**config.mk**
```make
export PLATFORM = sky130hd
export DESIGN_NAME = bcd_tick_counter
export DESIGN_NICKNAME = d
export VERILOG_FILES = /design/src/rtl/bcd_tick_counter.sv
export SDC_FILE = /design/constraint.sdc
export NUM_CORES = 1
export LEC_CHECK = 0
export BUFFER_PORTS_ARGS = -buffer_cell sky130_fd_sc_hd__buf_2
export CORE_MARGIN = 4
export CORE_UTILIZATION = 45
export CTS_BUF_LIST = sky130_fd_sc_hd__clkbuf_8
export DETAILED_ROUTE_END_ITERATION = 8
export GPL_TIMING_DRIVEN = 0
export HOLD_SLACK_MARGIN = 0.03
export PLACE_DENSITY = 0.65
export SYNTH_ARGS = -nofsm -noshare
export SYNTH_HDL_FRONTEND = slang
export SYNTH_SLANG_ARGS = --single-unit
export TNS_END_PERCENT = 1
```
**constraint.sdc**
```tcl
create_clock -name clk -period 5.2 [get_ports clk]
set_clock_uncertainty 0.1 [all_clocks]
set_input_delay 0.52 -clock clk [delete_from_list [all_inputs] [get_ports clk]]
set_output_delay 0.52 -clock clk [all_outputs]
set_load 0.02 [all_outputs]
```
**src/rtl/bcd_tick_counter.sv**
```systemverilog
// Prescaled multi-digit packed-BCD up/down counter, modulo MODULO, with clear, load and carry.
// Optional alarm comparator is enabled by defining BCD_TICK_ALARM_EN.
module bcd_tick_counter #(
  parameter int CLK_HZ  = 24_000_000,
  parameter int TICK_HZ = 1,
  parameter int DIGITS  = 2,
  parameter int MODULO  = 60
) (
  input  logic                  clk,
  input  logic                  res,
  input  logic                  en_i,
  input  logic                  up_i,
  input  logic                  clr_i,
  input  logic                  load_i,
  input  logic [4*DIGITS-1:0]   load_val_i,
`ifdef BCD_TICK_ALARM_EN
  input  logic [4*DIGITS-1:0]   alarm_val_i,
  output logic                  alarm_o,
`endif
  output logic [4*DIGITS-1:0]   count_o,
  output logic                  tick_o,
  output logic                  carry_o,
  output logic                  load_err_o
);

  localparam int DIV   = CLK_HZ / TICK_HZ;
  localparam int PRE_W = (DIV > 1) ? $clog2(DIV) : 1;
  localparam int CW    = 4 * DIGITS;

  function automatic logic [CW-1:0] to_bcd(input int value);
    logic [CW-1:0] r;
    int            v;
    r = '0;
    v = value;
    for (int i = 0; i < DIGITS; i++) begin
      r[4*i +: 4] = 4'(v % 10);
      v = v / 10;
    end
    return r;
  endfunction

  localparam logic [CW-1:0] MAX_BCD = to_bcd(MODULO - 1);
  localparam logic [PRE_W-1:0] PRE_LAST = PRE_W'(DIV - 1);

  // Decimal increment: ripple a carry through the digits while they roll 9 -> 0.
  function automatic logic [CW-1:0] bcd_inc(input logic [CW-1:0] v);
    logic [CW-1:0] r;
    logic          c;
    r = v;
    c = 1'b1;
    for (int i = 0; i < DIGITS; i++) begin
      if (c) begin
        if (r[4*i +: 4] == 4'd9) begin
          r[4*i +: 4] = 4'd0;
        end else begin
          r[4*i +: 4] = r[4*i +: 4] + 4'd1;
          c = 1'b0;
        end
      end
    end
    return r;
  endfunction

  function automatic logic [CW-1:0] bcd_dec(input logic [CW-1:0] v);
    logic [CW-1:0] r;
    logic          b;
    r = v;
    b = 1'b1;
    for (int i = 0; i < DIGITS; i++) begin
      if (b) begin
        if (r[4*i +: 4] == 4'd0) begin
          r[4*i +: 4] = 4'd9;
        end else begin
          r[4*i +: 4] = r[4*i +: 4] - 4'd1;
          b = 1'b0;
        end
      end
    end
    return r;
  endfunction

  // For well-formed BCD, unsigned compare of the packed words equals decimal compare.
  function automatic logic bcd_valid(input logic [CW-1:0] v);
    logic ok;
    ok = 1'b1;
    for (int i = 0; i < DIGITS; i++) begin
      if (v[4*i +: 4] > 4'd9) ok = 1'b0;
    end
    if (v > MAX_BCD) ok = 1'b0;
    return ok;
  endfunction

  logic [PRE_W-1:0] pre_cnt_q,  pre_cnt_d;
  logic [CW-1:0]    count_q,    count_d;
  logic             tick_q,     tick_d;
  logic             carry_q,    carry_d;
  logic             load_err_q, load_err_d;
  logic             written;
  logic             load_ok;

  assign load_ok = bcd_valid(load_val_i);

  always_comb begin
    pre_cnt_d  = pre_cnt_q;
    count_d    = count_q;
    tick_d     = 1'b0;
    carry_d    = 1'b0;
    load_err_d = 1'b0;
    written    = 1'b0;
    if (clr_i) begin
      pre_cnt_d = '0;
      count_d   = '0;
      written   = 1'b1;
    end else if (load_i) begin
      // A rejected load freezes everything, including a coincident tick.
      if (load_ok) begin
        pre_cnt_d = '0;
        count_d   = load_val_i;
        written   = 1'b1;
      end else begin
        load_err_d = 1'b1;
      end
    end else if (en_i) begin
      if (pre_cnt_q == PRE_LAST) begin
        pre_cnt_d = '0;
        tick_d    = 1'b1;
        written   = 1'b1;
        if (up_i) begin
          if (count_q == MAX_BCD) begin
            count_d = '0;
            carry_d = 1'b1;
          end else begin
            count_d = bcd_inc(count_q);
          end
        end else begin
          if (count_q == '0) begin
            count_d = MAX_BCD;
            carry_d = 1'b1;
          end else begin
            count_d = bcd_dec(count_q);
          end
        end
      end else begin
        pre_cnt_d = pre_cnt_q + PRE_W'(1);
      end
    end
  end

  always_ff @(posedge clk) begin
    if (res) begin
      pre_cnt_q  <= '0;
      count_q    <= '0;
      tick_q     <= 1'b0;
      carry_q    <= 1'b0;
      load_err_q <= 1'b0;
    end else begin
      pre_cnt_q  <= pre_cnt_d;
      count_q    <= count_d;
      tick_q     <= tick_d;
      carry_q    <= carry_d;
      load_err_q <= load_err_d;
    end
  end

  assign count_o    = count_q;
  assign tick_o     = tick_q;
  assign carry_o    = carry_q;
  assign load_err_o = load_err_q;

`ifdef BCD_TICK_ALARM_EN
  logic alarm_q, alarm_d;

  // Only fires when the count is rewritten, so a static match stays quiet.
  always_comb begin
    alarm_d = written && (count_d == alarm_val_i);
  end

  always_ff @(posedge clk) begin
    if (res) begin
      alarm_q <= 1'b0;
    end else begin
      alarm_q <= alarm_d;
    end
  end

  assign alarm_o = alarm_q;
`else
  logic unused_written;
  assign unused_written = written;
`endif

endmodule

```
==> results.json <==
{
  "cp_max_fo": 10,
  "synth_compound_area_share_pct": 16.2,
  "vias": 2101,
  "critPathRequiredTime_ns": 5.27,
  "fin_crit_ns": 2.45,
  "arrival_ns": 2.52,
  "p_leak_nw": 0.816,
  "cap_violations": 0,
  "globalplace.congestion": 0.865,
  "status": "finished clean",
  "num_antenna_cells": 0,
  "die_w_um": 78.1,
  "layout.cells.non_filler": 375,
  "drtPass1Iterations": 4,
  "placed_cells": 367,
  "critPathCaptureType": "flip-flop",
  "drtIter0Drc": 99,
  "synth_edf_count": 0,
  "antenna_found_initial": 0,
  "track_usage_pct": 18.5,
  "regToRegSetupSlack_ns": 2.75,
  "critPathKind": "reg -> reg",
  "ant_nets": 0,
  "setup_viol": 0,
  "nets": 325,
  "yosysWarnings": 0,
  "tightest_slew_ns": 0.769,
  "yosysSeqAreaShare_pct": 32.6,
  "slew_headroom_pct": 48.7,
  "synthAdderAreaFrac_pct": 2.26,
  "hpwl_um": 3760,
  "synth_top_family_by_area": "simple AND/OR/NAND/NOR gates",
  "synth_nets": 294,
  "cts.path.max_buffers": 2,
  "drc": 0,
  "final_util_pct": 53.1,
  "hold_buffers": 0,
  "vdd.ir_drop.worst_uv": 168,
  "wl_um": 5280,
  "period_share_pct": 47.0,
  "drv_slew": 0,
  "core_area_mm2": 0.00475,
  "ys.flop_type": "dfxtp_1",
  "design_area_mm2": 0.00252,
  "synth_xor_area_share_pct": 9.50,
  "cts_tree": "done",
  "postSynth.asyncResetShare_pct": 0,
  "syn_inst": 276,
  "clk_latency_ns": 0.30,
  "grt_pass1_vias": 1962,
  "die-area_mm2": 0.00610,
  "fmax_mhz": 409,
  "overflow": 0,
  "boundaryPins": 25,
  "hold_violations": 0,
  "start_kind": "flip-flop",
  "post_cts_buffers": 0,
  "io_buffer_count": 24,
  "synth.mux.area_fraction_pct": 1.87,
  "synth_cell_types": 53,
  "synthSimpleGateAreaFrac_pct": 32.8,
  "rows": 25,
  "drive_gt1_share_pct": 15.9,
  "start_util_pct": 46.6,
  "cts_buffers": 5,
  "fp.dieH_um": 78.1,
  "grt_pass1_wl_um": 9220,
  "wl_per_cell_um": 14.1,
  "placed_cell_area_mm2": 0.00242,
  "vias_per_cell": 5.60,
  "cts_sinks": 36,
  "ys_seq_elements": 36,
  "htreeDepth": 2,
  "setup_tns_ns": 0,
  "cts_resized": 0,
  "rsz0062_at_grt": "false",
  "syn_area_per_cell_um2": 8.02,
  "syn2layout_area_growth_pct": 14.1,
  "pwr_density_cell_mw_per_mm2": 231,
  "cts_root_buffer": "clkbuf_8",
  "path_clk_slew_ns": 0.09,
  "syn-cell-area_mm2": 0.00221,
  "worst_hold_path_type": "reg -> reg",
  "grt_max_degree": 12
}
[cell usage in the layout, fill, tap and decap left out, drive strengths merged, types with 6 or more instances in the layout]
cell type / count
and3: 6
a21oi: 8
nor4: 14
nor2: 32
nand2: 18
nor3: 12
inv: 9
dfxtp: 36
nand4: 6
nand3: 13
o21ai: 14
xnor2: 22
buf: 28
clkbuf: 20
[final cells by class]
type                    instances  area [µm²]
flip-flops and latches         36         721
well taps                      67        83.8
clock buffers                   5        68.8
inverters                       8        30.0
repair buffers                 24         120
plain buffers                  19        76.3
multi-input cells             213        1390
clock inverters                 3        38.8
fillers                       489        2230
[final timing paths]
path                        to  cells after the start    startpoint
setup / recovery  pre_cnt_q[2]                      7  pre_cnt_q[0]
hold / removal    pre_cnt_q[1]                      2  pre_cnt_q[1]
setup reg to reg  pre_cnt_q[2]                      7  pre_cnt_q[0]
hold reg to reg   pre_cnt_q[1]                      2  pre_cnt_q[1]
[logic make-up after synthesis]
| kind of cell | after synthesis |
|---|---|
| AND/OR/NAND/NOR | 129 |
| AO/OA/AOI/OAI | 52 |
| flip-flops | 36 |
| buffers and inverters | 27 |
| XOR/XNOR | 24 |
| multiplexers | 4 |
| adder cells (fa/ha/maj) | 4 |
[per-stage QoR]
step           hold WS [ns]  total power, mW  worst slack, ns
3_5_place_dp          0.366            0.345             2.82
5_1_grt               0.420            0.606             2.48
3_3_place_gp          0.359            0.345             2.82
6_report              0.378            0.583             2.75
4_1_cts               0.378            0.590             2.77
2_1_floorplan         0.349            0.325             3.15
[worst max-delay path: stages (launching register included)]
cell and delay, ns:
dfxtp_1 0.38, ha_1 0.23, nand4_1 0.15, nor4_2 0.40, a21oi_1 0.32, o21ai_2 0.36
buf_2 0.30, nor2_1 0.08
[state kept, by name, summed over array words and instances (netlist names)]
register and flops:
carry_o 1, load_err_o 1, pre_cnt_q 25, tick_o 1, count_o 8
[per-layer routing]
layer	share of wire, %	global-route usage (%)	wire length [µm]	vias to the layer above
met1	49	24.7	2590	981
li1	-	-	-	1061
met5	0	0	0	-
met3	4.3	4.36	225	14
met4	2.3	7.34	123	0
met2	44	28.7	2350	45
[power by group]
part	internal [mW]	leakage (nW)	switching [mW]	total, mW
registers	0.277	0.290	0.00159	0.279
clock network	0.140	0.0593	0.104	0.244
logic	0.0204	0.467	0.0394	0.0598
total	0.438	0.816	0.145	0.583
[cell usage after synthesis (2+ instances only)]
cell type | number | area [µm²]
a21o_1 | 3 | 22.5
a21oi_1 | 8 | 40.0
a221oi_1 | 2 | 17.5
a31oi_1 | 2 | 12.5
a32oi_1 | 2 | 17.5
and3_1 | 6 | 37.5
buf_2 | 4 | 20.0
clkbuf_1 | 15 | 56.3
dfxtp_1 | 36 | 721
ha_1 | 4 | 50.1
inv_1 | 7 | 26.3
mux2i_1 | 3 | 30.0
nand2_1 | 18 | 67.6
nand2b_1 | 3 | 18.8
nand3_1 | 13 | 65.1
nand3b_1 | 5 | 37.5
nand4_1 | 5 | 31.3
nor2_1 | 32 | 120
nor2b_1 | 2 | 12.5
nor3_1 | 12 | 60.1
nor3b_1 | 5 | 37.5
nor4_1 | 10 | 62.6
nor4_2 | 4 | 50.1
nor4b_1 | 2 | 17.5
nor4b_2 | 2 | 30.0
o211ai_1 | 2 | 15.0
o21a_1 | 3 | 22.5
o21ai_0 | 13 | 65.1
o311ai_0 | 2 | 17.5
o31ai_1 | 3 | 22.5
or2_2 | 2 | 12.5
or3_1 | 3 | 18.8
xnor2_1 | 22 | 193
xor2_1 | 2 | 17.5
No activity file was read; power rests on OpenSTA's default activity.
